## src/rtl/sst_pkg.sv

```systemverilog
// Shared types and constants for the save-state initiator.
package sst_pkg;

  localparam int unsigned SST_REG_CNT  = 128;
  localparam int unsigned SST_IDX_ADDR = SST_REG_CNT - 1;
  localparam int unsigned SST_AW       = 8;

  typedef enum logic [3:0] {
    StIdle,
    StSAddr,
    StSCap,
    StLIrd,
    StLIchk,
    StLRd,
    StLLat,
    StLWait,
    StLHold,
    StFin
  } sst_state_t;

endpackage

```

## src/rtl/sst_m2_sync.sv

```systemverilog
// Two-flop synchronizer for the CPU M2 clock with a falling-edge pulse.
module sst_m2_sync (
  input  logic clk,
  input  logic rst_n,
  input  logic m2,
  output logic m2_fall
);

  logic sync1_q, sync2_q, prev_q;

  // Flops reset to sampled-high so no spurious fall is flagged out of reset.
  always_ff @(posedge clk) begin
    if (!rst_n) begin
      sync1_q <= 1'b1;
      sync2_q <= 1'b1;
      prev_q  <= 1'b1;
    end else begin
      sync1_q <= m2;
      sync2_q <= sync1_q;
      prev_q  <= sync2_q;
    end
  end

  assign m2_fall = prev_q & ~sync2_q;

endmodule

```

## src/rtl/sst_engine.sv

```systemverilog
// Save-state initiator: dumps mapper registers into a buffer RAM (save) or
// replays buffer bytes into the mapper as M2-timed register writes (load).
module sst_engine
  import sst_pkg::*;
#(
  parameter int unsigned REG_CNT    = SST_REG_CNT,
  parameter int unsigned M2_TIMEOUT = 4096,
  parameter int unsigned M2_GUARD   = 3
) (
  input  logic              clk,
  input  logic              rst_n,
  input  logic              m2,
  input  logic              start_save,
  input  logic              start_load,
  output logic              busy,
  output logic              done,
  output logic              err,
  output logic              sst_act,
  output logic [SST_AW-1:0] sst_addr,
  output logic              sst_we_reg,
  output logic [SST_AW-1:0] sst_dato,
  input  logic [SST_AW-1:0] sst_di,
  output logic [SST_AW-1:0] buf_addr,
  output logic              buf_we,
  output logic [SST_AW-1:0] buf_do,
  input  logic [SST_AW-1:0] buf_di
);

  localparam int unsigned CntW = $clog2(M2_TIMEOUT + 1);
  localparam logic [SST_AW-1:0] IdxAddr  = SST_AW'(REG_CNT - 1);
  localparam logic [SST_AW-1:0] LastLoad = SST_AW'(REG_CNT - 2);
  localparam logic [CntW-1:0]   GuardCnt = CntW'(M2_GUARD);
  localparam logic [CntW-1:0]   LastCnt  = CntW'(M2_TIMEOUT - 1);

  sst_state_t        state_q, state_d;
  logic [SST_AW-1:0] idx_q, idx_d;
  logic [SST_AW-1:0] sst_addr_q, sst_addr_d;
  logic [SST_AW-1:0] buf_addr_q, buf_addr_d;
  logic [SST_AW-1:0] dato_q, dato_d;
  logic [CntW-1:0]   cnt_q, cnt_d;
  logic              err_q, err_d;
  logic              err_set;
  logic              m2_fall;

  sst_m2_sync u_m2_sync (
    .clk    (clk),
    .rst_n  (rst_n),
    .m2     (m2),
    .m2_fall(m2_fall)
  );

  always_ff @(posedge clk) begin
    if (!rst_n) begin
      state_q    <= StIdle;
      idx_q      <= '0;
      sst_addr_q <= '0;
      buf_addr_q <= '0;
      dato_q     <= '0;
      cnt_q      <= '0;
      err_q      <= 1'b0;
    end else begin
      state_q    <= state_d;
      idx_q      <= idx_d;
      sst_addr_q <= sst_addr_d;
      buf_addr_q <= buf_addr_d;
      dato_q     <= dato_d;
      cnt_q      <= cnt_d;
      err_q      <= err_d;
    end
  end

  always_comb begin
    state_d    = state_q;
    idx_d      = idx_q;
    sst_addr_d = sst_addr_q;
    buf_addr_d = buf_addr_q;
    dato_d     = dato_q;
    cnt_d      = cnt_q;
    err_d      = err_q;
    err_set    = 1'b0;

    unique case (state_q)
      StIdle: begin
        if (start_save) begin
          state_d    = StSAddr;
          idx_d      = '0;
          sst_addr_d = '0;
          buf_addr_d = '0;
          err_d      = 1'b0;
        end else if (start_load) begin
          state_d    = StLIrd;
          sst_addr_d = IdxAddr;
          buf_addr_d = IdxAddr;
          err_d      = 1'b0;
        end
      end
      StSAddr: state_d = StSCap;
      StSCap: begin
        if (idx_q == IdxAddr) begin
          state_d = StFin;
        end else begin
          idx_d      = idx_q + 8'd1;
          sst_addr_d = idx_q + 8'd1;
          buf_addr_d = idx_q + 8'd1;
          state_d    = StSAddr;
        end
      end
      StLIrd: state_d = StLIchk;
      StLIchk: begin
        if (buf_di != sst_di) begin
          err_set = 1'b1;
          err_d   = 1'b1;
          state_d = StIdle;
        end else begin
          idx_d      = '0;
          buf_addr_d = '0;
          state_d    = StLRd;
        end
      end
      StLRd: begin
        sst_addr_d = idx_q;
        state_d    = StLLat;
      end
      StLLat: begin
        dato_d  = buf_di;
        cnt_d   = '0;
        state_d = StLWait;
      end
      StLWait: begin
        cnt_d = cnt_q + 1'b1;
        // Falls seen inside the guard window may predate stable write data.
        if (m2_fall && (cnt_q >= GuardCnt)) begin
          state_d = StLHold;
        end else if (cnt_q == LastCnt) begin
          err_set = 1'b1;
          err_d   = 1'b1;
          state_d = StIdle;
        end
      end
      StLHold: begin
        if (idx_q == LastLoad) begin
          state_d = StFin;
        end else begin
          idx_d      = idx_q + 8'd1;
          buf_addr_d = idx_q + 8'd1;
          state_d    = StLRd;
        end
      end
      StFin: state_d = StIdle;
      default: state_d = StIdle;
    endcase
  end

  assign busy       = (state_q != StIdle);
  assign sst_act    = (state_q != StIdle);
  assign done       = (state_q == StFin);
  assign err        = err_q | err_set;
  assign sst_addr   = sst_addr_q;
  assign buf_addr   = buf_addr_q;
  assign sst_we_reg = (state_q == StLLat) || (state_q == StLWait) || (state_q == StLHold);
  // Write data is live from the RAM in the latch cycle, then held in dato_q.
  assign sst_dato   = (state_q == StLLat) ? buf_di : dato_q;
  assign buf_we     = (state_q == StSCap);
  assign buf_do     = buf_we ? sst_di : '0;

endmodule

```

## config.mk

```make
export PLATFORM = sky130hd
export DESIGN_NAME = sst_engine
export DESIGN_NICKNAME = d
export VERILOG_FILES = /design/src/rtl/sst_pkg.sv /design/src/rtl/sst_m2_sync.sv /design/src/rtl/sst_engine.sv
export SDC_FILE = /design/constraint.sdc
export NUM_CORES = 1
export LEC_CHECK = 0
export BUFFER_PORTS_ARGS = -buffer_cell sky130_fd_sc_hd__buf_4
export CAP_MARGIN = 20
export CORE_ASPECT_RATIO = 1.5
export CORE_MARGIN = 3
export CORE_UTILIZATION = 41
export DETAILED_ROUTE_END_ITERATION = 10
export GPL_ROUTABILITY_DRIVEN = 0
export PLACE_DENSITY = 0.68
export SLEW_MARGIN = 0
export SYNTH_ARGS = -nofsm -noshare
export SYNTH_HDL_FRONTEND = slang
export SYNTH_SLANG_ARGS = --single-unit
```

## constraint.sdc

```tcl
create_clock -name clk -period 2.2 [get_ports clk]
set_clock_uncertainty 0.15 [all_clocks]
set_input_delay 0.22 -clock clk [delete_from_list [all_inputs] [get_ports clk]]
set_output_delay 0.22 -clock clk [all_outputs]
set_load 0.01 [all_outputs]
```

# Word level (Yosys, flattened, before mapping)
# Index checks and enable logic that the tools add are counted.
[classes] add_sub_neg=2 n_lt_le_gt_ge=1 eq_ne=22 mux=30 bitwise=3 n_reduce_logical=14
[op_table] operator="2-to-1 mux 8 bit" count=8
[op_table] operator="one-hot mux 8 bit (4 select lines)" count=2
[op_table] operator="one-hot mux 4 bit (9 select lines)" count=1
[op_table] operator="one-hot mux 13 bit (2 select lines)" count=1
[op_table] operator="2-to-1 mux 4 bit" count=6
[op_table] operator="one-hot mux 8 bit (3 select lines)" count=1
[op_table] operator="equality test 4 x 3 -> 1 bit, second input constant" count=4
[op_table] operator="equality test 8 x 7 -> 1 bit, second input constant" count=2
[op_table] operator="AND reduction 5 bit" count=3
[op_table] operator="!= test 2 bit, second input constant" count=7
[op_table] operator="adder 13 x 1 -> 13 bit, second input constant" count=1
[op_table] operator="equality test 13 x 12 -> 1 bit, second input constant" count=1
[op_table] operator=">= comparator 13 x 2 -> 1 bit, second input constant" count=1
[op_table] operator="adder 8 x 1 -> 8 bit, second input constant" count=1
[op_table] operator="equality test 4 x 2 -> 1 bit, second input constant" count=2
[op_table] operator="equality test 4 bit, second input constant" count=2
[op_table] operator="2-to-1 mux 1 bit" count=8
[op_table] operator="!= test 8 bit" count=1
[op_table] operator="nonzero test 4 bit" count=2
[op_table] operator="!= test 3 bit, second input constant" count=2
[op_table] operator="nonzero test 3 bit" count=2
[op_table] operator="equality test 4 x 1 -> 1 bit, second input constant" count=1
[op_table] operator="zero test 4 bit" count=1
[op_table] operator="2-to-1 mux 3 bit" count=1
[op_table] operator="other kinds (10)" count=11
[totals] reg_bits=53 output_inout_bits=38

# Logic depth before layout (Yosys ltp)
[depth] word_depth=6 depth_mapped=8 mapped_depth_nobuf=7

# Modules after synthesis
# From an unflattened synthesis, not the netlist that was laid out.
[unflattened] hier_cells=329 hier_area_um2=2876.5
[modules_own_cells] mod="sst_engine" instances=1 cells_each=322 area_each_um2=2791.4 seq_area_each_um2=1001.0
[modules_own_cells] mod="sst_m2_sync" instances=1 cells_each=7 area_each_um2=85.1 seq_area_each_um2=60.1

# Worst setup path before layout
# Ideal clock, no wire load.
[synth_timing] path_type="register to register" startpoint="register idx_q[0]" endpoint="register idx_q[2]" t_arrival_ns=1.857 setup_slack_ns=0.071 path_stages_with_launch=7 n_path_buf=0 synth_period_minus_slack_ns=2.129 cell_sequence="dfxtp_1 > ha_1 > nand3_1 > o22ai_4 > a211oi_2 > nand3_2 > o311a_1"
[synth_via] elab_chain_cells=3 word_cells_on_any_way=9 classes_between="add/sub: 1; eq/ne: 4; mux: 3; reduce/logical: 1"
[synth_rtl] element="from (decl)" line="sst_engine.sv:36" rtl="logic [SST_AW-1:0] idx_q, idx_d;"
[synth_rtl] element="from (signal assigned)" line="sst_engine.sv:63" rtl="idx_q <= idx_d;"
[synth_rtl] element="adder 8 x 1 -> 8 bit (tied with other cells)" line="sst_engine.sv:102, sst_engine.sv:144"
[synth_rtl] element="2-to-1 mux 8 bit (tied with other cells)" line="sst_engine.sv:141" rtl="if (idx_q == LastLoad) begin"
[synth_rtl] element="one-hot mux 8 bit (4 select lines) / AND reduction 5 bit (equally long branches)"
# Several ways; a longest one is shown, not always the timed one. The select of a mux whose other input is x is not followed.
# A chain may end at the register's enable or synchronous reset.

# Final worst setup path
[layout_timing] startpoint="register cnt_q[1]" endpoint="output port err"
[layout_via] elab_chain_cells=5 word_cells_on_any_way=7 classes_between="order compare: 1; eq/ne: 1; mux: 3; bitwise: 1; reduce/logical: 1"
[layout_rtl] element="from (decl)" line="sst_engine.sv:40" rtl="logic [CntW-1:0] cnt_q, cnt_d;"
[layout_rtl] element="from (signal assigned)" line="sst_engine.sv:67" rtl="cnt_q <= cnt_d;"
[layout_rtl] element=">= comparator 13 x 2 -> 1 bit / equality test 13 x 12 -> 1 bit (equally long branches)" line="sst_engine.sv:132, sst_engine.sv:134"
[layout_rtl] element="logical AND 1 bit / 2-to-1 mux 1 bit (equally long branches)" line="sst_engine.sv:132, sst_engine.sv:134"
[layout_rtl] element="2-to-1 mux 1 bit *" line="sst_engine.sv:132" rtl="if (m2_fall && (cnt_q >= GuardCnt)) begin"
[layout_rtl] element="one-hot mux 1 bit (2 select lines) *" line="sst_engine.sv:82" rtl="unique case (state_q)"
[layout_rtl] element="bitwise OR 1 bit *" line="sst_engine.sv:157" rtl="assign err = err_q | err_set;"
[layout_rtl] element="to (decl)" line="sst_engine.sv:17" rtl="output logic err,"
# Every way passes the cells marked *; elsewhere a longest branch is shown, timed or not.

==> flow_summary.ini <==
[cts]
tritoncts = built
clk_pin_slew_worst_paths_ns = 0.09
root_buffer = clkbuf_8
cts.sinks = 53
clockBufferDepth = 2
numCtsBuffers = 5
htree_levels = 2
clock_latency_ns = 0.30

[timing]
finalHoldViolCount = 0
fin_ws_ns = 0.0505
rsz0062_at_grt = true
fin_crit_ns = 2.15
worst_pin_slew_ns = 0.677
final-setup-viol-count = 0
period_share_pct = 97.7
relSlewSlack_pct = 54.8
drv_slew = 0
clock.fmax_mhz = 465

[logic_synthesis]
ys_seq_area_share_pct = 36.4
yosys_warnings = 0
synth.top_cell.area_share_pct = 36.4
yosysMostFrequentCell = dfxtp_1
syn_inst = 336
ys_seq_elements = 53
synth_flop_cell = dfxtp_1
synth_area_leaders = dfxtp_1, o221a_1, a21oi_1
synth_area_per_cell_um2 = 8.68
synthArstFlopShare_pct = 0
synth-edff-count = 0
synth_common_cells = dfxtp_1, nor2_1, a21oi_1
syn-num-nets = 360
yosysUniqueCellTypes = 56
syn_area_um2 = 2920
synth_top_area_cell = dfxtp_1

[detailed_routing]
via_count = 2820
drtPass1Iterations = 4
first_iter_violations = 181
ant_nets = 0
drt_wl_total_um = 7980
post-route-drc-count = 0
via_per_inst = 5.70
wl_per_cell_um = 16.1

[grt]
grt_pass1_wl_um = 12500
antenna_found_initial = 0
grt_max_degree = 32
overflow = 0
grt_pass1_vias = 2709
grt.total_usage_pct = 19.6

[critical_path]
worstPathMaxFanout = 4
worstPathCellList = ha_2, nor4_1, a41oi_1, nor2_1, a211o_1, buf_4
endpoint_kind = output pin
path_buf_inv = 1
slowest_stage = dfxtp_1
crit_required_ns = 1.83
start_kind = flop
critPathKind = reg2out
cp_top_family = compound AO/OA/AOI/OAI gates
crit_arrival_ns = 1.78
slowest_delay_ns = 0.39

[floorplanning]
start_util_pct = 42.3
num_rows = 37
ios = 59
coreArea_um2 = 6900
die_w_um = 74.9
dieArea_um2 = 8180
die_h_um = 109

[power]
cellLeakagePower_nw = 1.53
power_density_nw_per_um2 = 634
vdd_drop_max_mv = 0.314
power_mw = 2.40

[final_layout]
layout.nets = 440
drive_gt1_share_pct = 33.1
syn2layout_area_growth_pct = 29.6
fin_area_um2 = 3780
diodes = 0

[status]
run_status = finished clean

[place]
io_buffers = 58
post_dp_cell_area_um2 = 3560
dp_hpwl_um = 6030
dp_slack_ns = 0.0727

[min_path]
min_path_type = in2reg

[flow_run]
max-cap-violations = 0
## layer usage
metal  GRT usage (%)  vias to the layer above  share of wire (%)
li1                -                     1389                  -
met1            20.4                     1319                 38
met2            36.9                       86                 54
met3            2.93                       26                3.9
met4            9.41                        0                3.9
met5               0                        -                  0
## final timing paths
path / from / to / slack [ns] / depth (start not counted)
setup / recovery: cnt_q[1]$_SDFFE_PN0P_ / err / 0.05 / 6
hold / removal: rst_n / u_m2_sync.prev_q$_SDFF_PN1_ / 0.11 / 2
setup reg to reg: idx_q[1]$_SDFFE_PN0P_ / idx_q[6]$_SDFFE_PN0P_ / 0.06 / 7
hold reg to reg: u_m2_sync.sync1_q$_SDFF_PN1_ / u_m2_sync.sync2_q$_SDFF_PN1_ / 0.28 / 1
## cell type report
class                           count  area, um2
Clock inverter                      1       30.0
Multi-Input combinational cell    254       1750
Fill cell                         632       3120
Tap cell                           78       97.6
Clock buffer                        7       86.3
Sequential cell                    53       1070
Timing Repair Buffer               95        716
Inverter                            7       28.8
## stage by stage
stage / cells / util (%) / hold slack, ns / setup TNS (ns)
6_report: 495 / 54.8 / 0.109 / 0
3_5_place_dp: 481 / 51.6 / 0.250 / 0
4_1_cts: 490 / 53.6 / 0.107 / 0
2_1_floorplan: 336 / - / 0.171 / 0
5_1_grt: 495 / 54.8 / 0.114 / -0.0395
3_3_place_gp: 481 / 51.6 / 0.256 / 0
## cell usage in the layout, fill, tap and decap left out, drive strengths merged, types with 2 or more instances in the layout
master	Yosys	layout
buf	15	94
dfxtp	53	53
nor2	32	32
a21oi	28	28
nand2	18	18
and2	17	17
o221a	14	14
xnor2	13	13
o21ai	13	13
nor3	13	13
nand4	11	11
o31ai	11	11
nand3	11	11
mux2	8	8
inv	7	7
clkbuf	8	7
nand2b	6	6
or3	6	6
nor4	6	6
a21o	4	4
or2	4	4
or4	3	3
xor2	3	3
o21a	3	3
ha	3	3
a211oi	3	3
and3b	2	2
a211o	2	2
nor3b	2	2
or4b	2	2
and3	1	2
o22ai	2	2
## registers in the layout, indices dropped and copies added, names as in the netlist
name / cells
buf_addr: 8
cnt_q: 13
dato_q: 8
err_q: 1
idx_q: 8
sst_addr: 8
state_q: 4
u_m2_sync.prev_q: 1
u_m2_sync.sync1_q: 1
u_m2_sync.sync2_q: 1
## timing repair
item,4_1_cts,5_1_grt
hold buffers,1,0
setup buffers,0,5
endpoints found under the hold margin,1,0
setup endpoints to repair,17,32
pin swaps,0,4
gates cloned,0,1
gates resized for setup,5,14
## power by group
part / internal, mW / switching (mW)
Combinational: 0.321 / 0.327
Sequential: 1.02 / 0.0436
Clock: 0.371 / 0.309
## logic make-up (layout without fill, tap and decap cells)
logic type,after synthesis,count (layout),share of synthesized area (%)
AOI/OAI and AO/OA,89,89,23.0
xor gates and xnor gates,16,16,4.80
adders and majority gates,4,4,1.63
buffers and inverters,30,110,5.28
DFF,53,53,36.4
muxes,8,8,3.09
and+or+nand+nor,136,137,25.8
(Power assumes the default switching activity.)
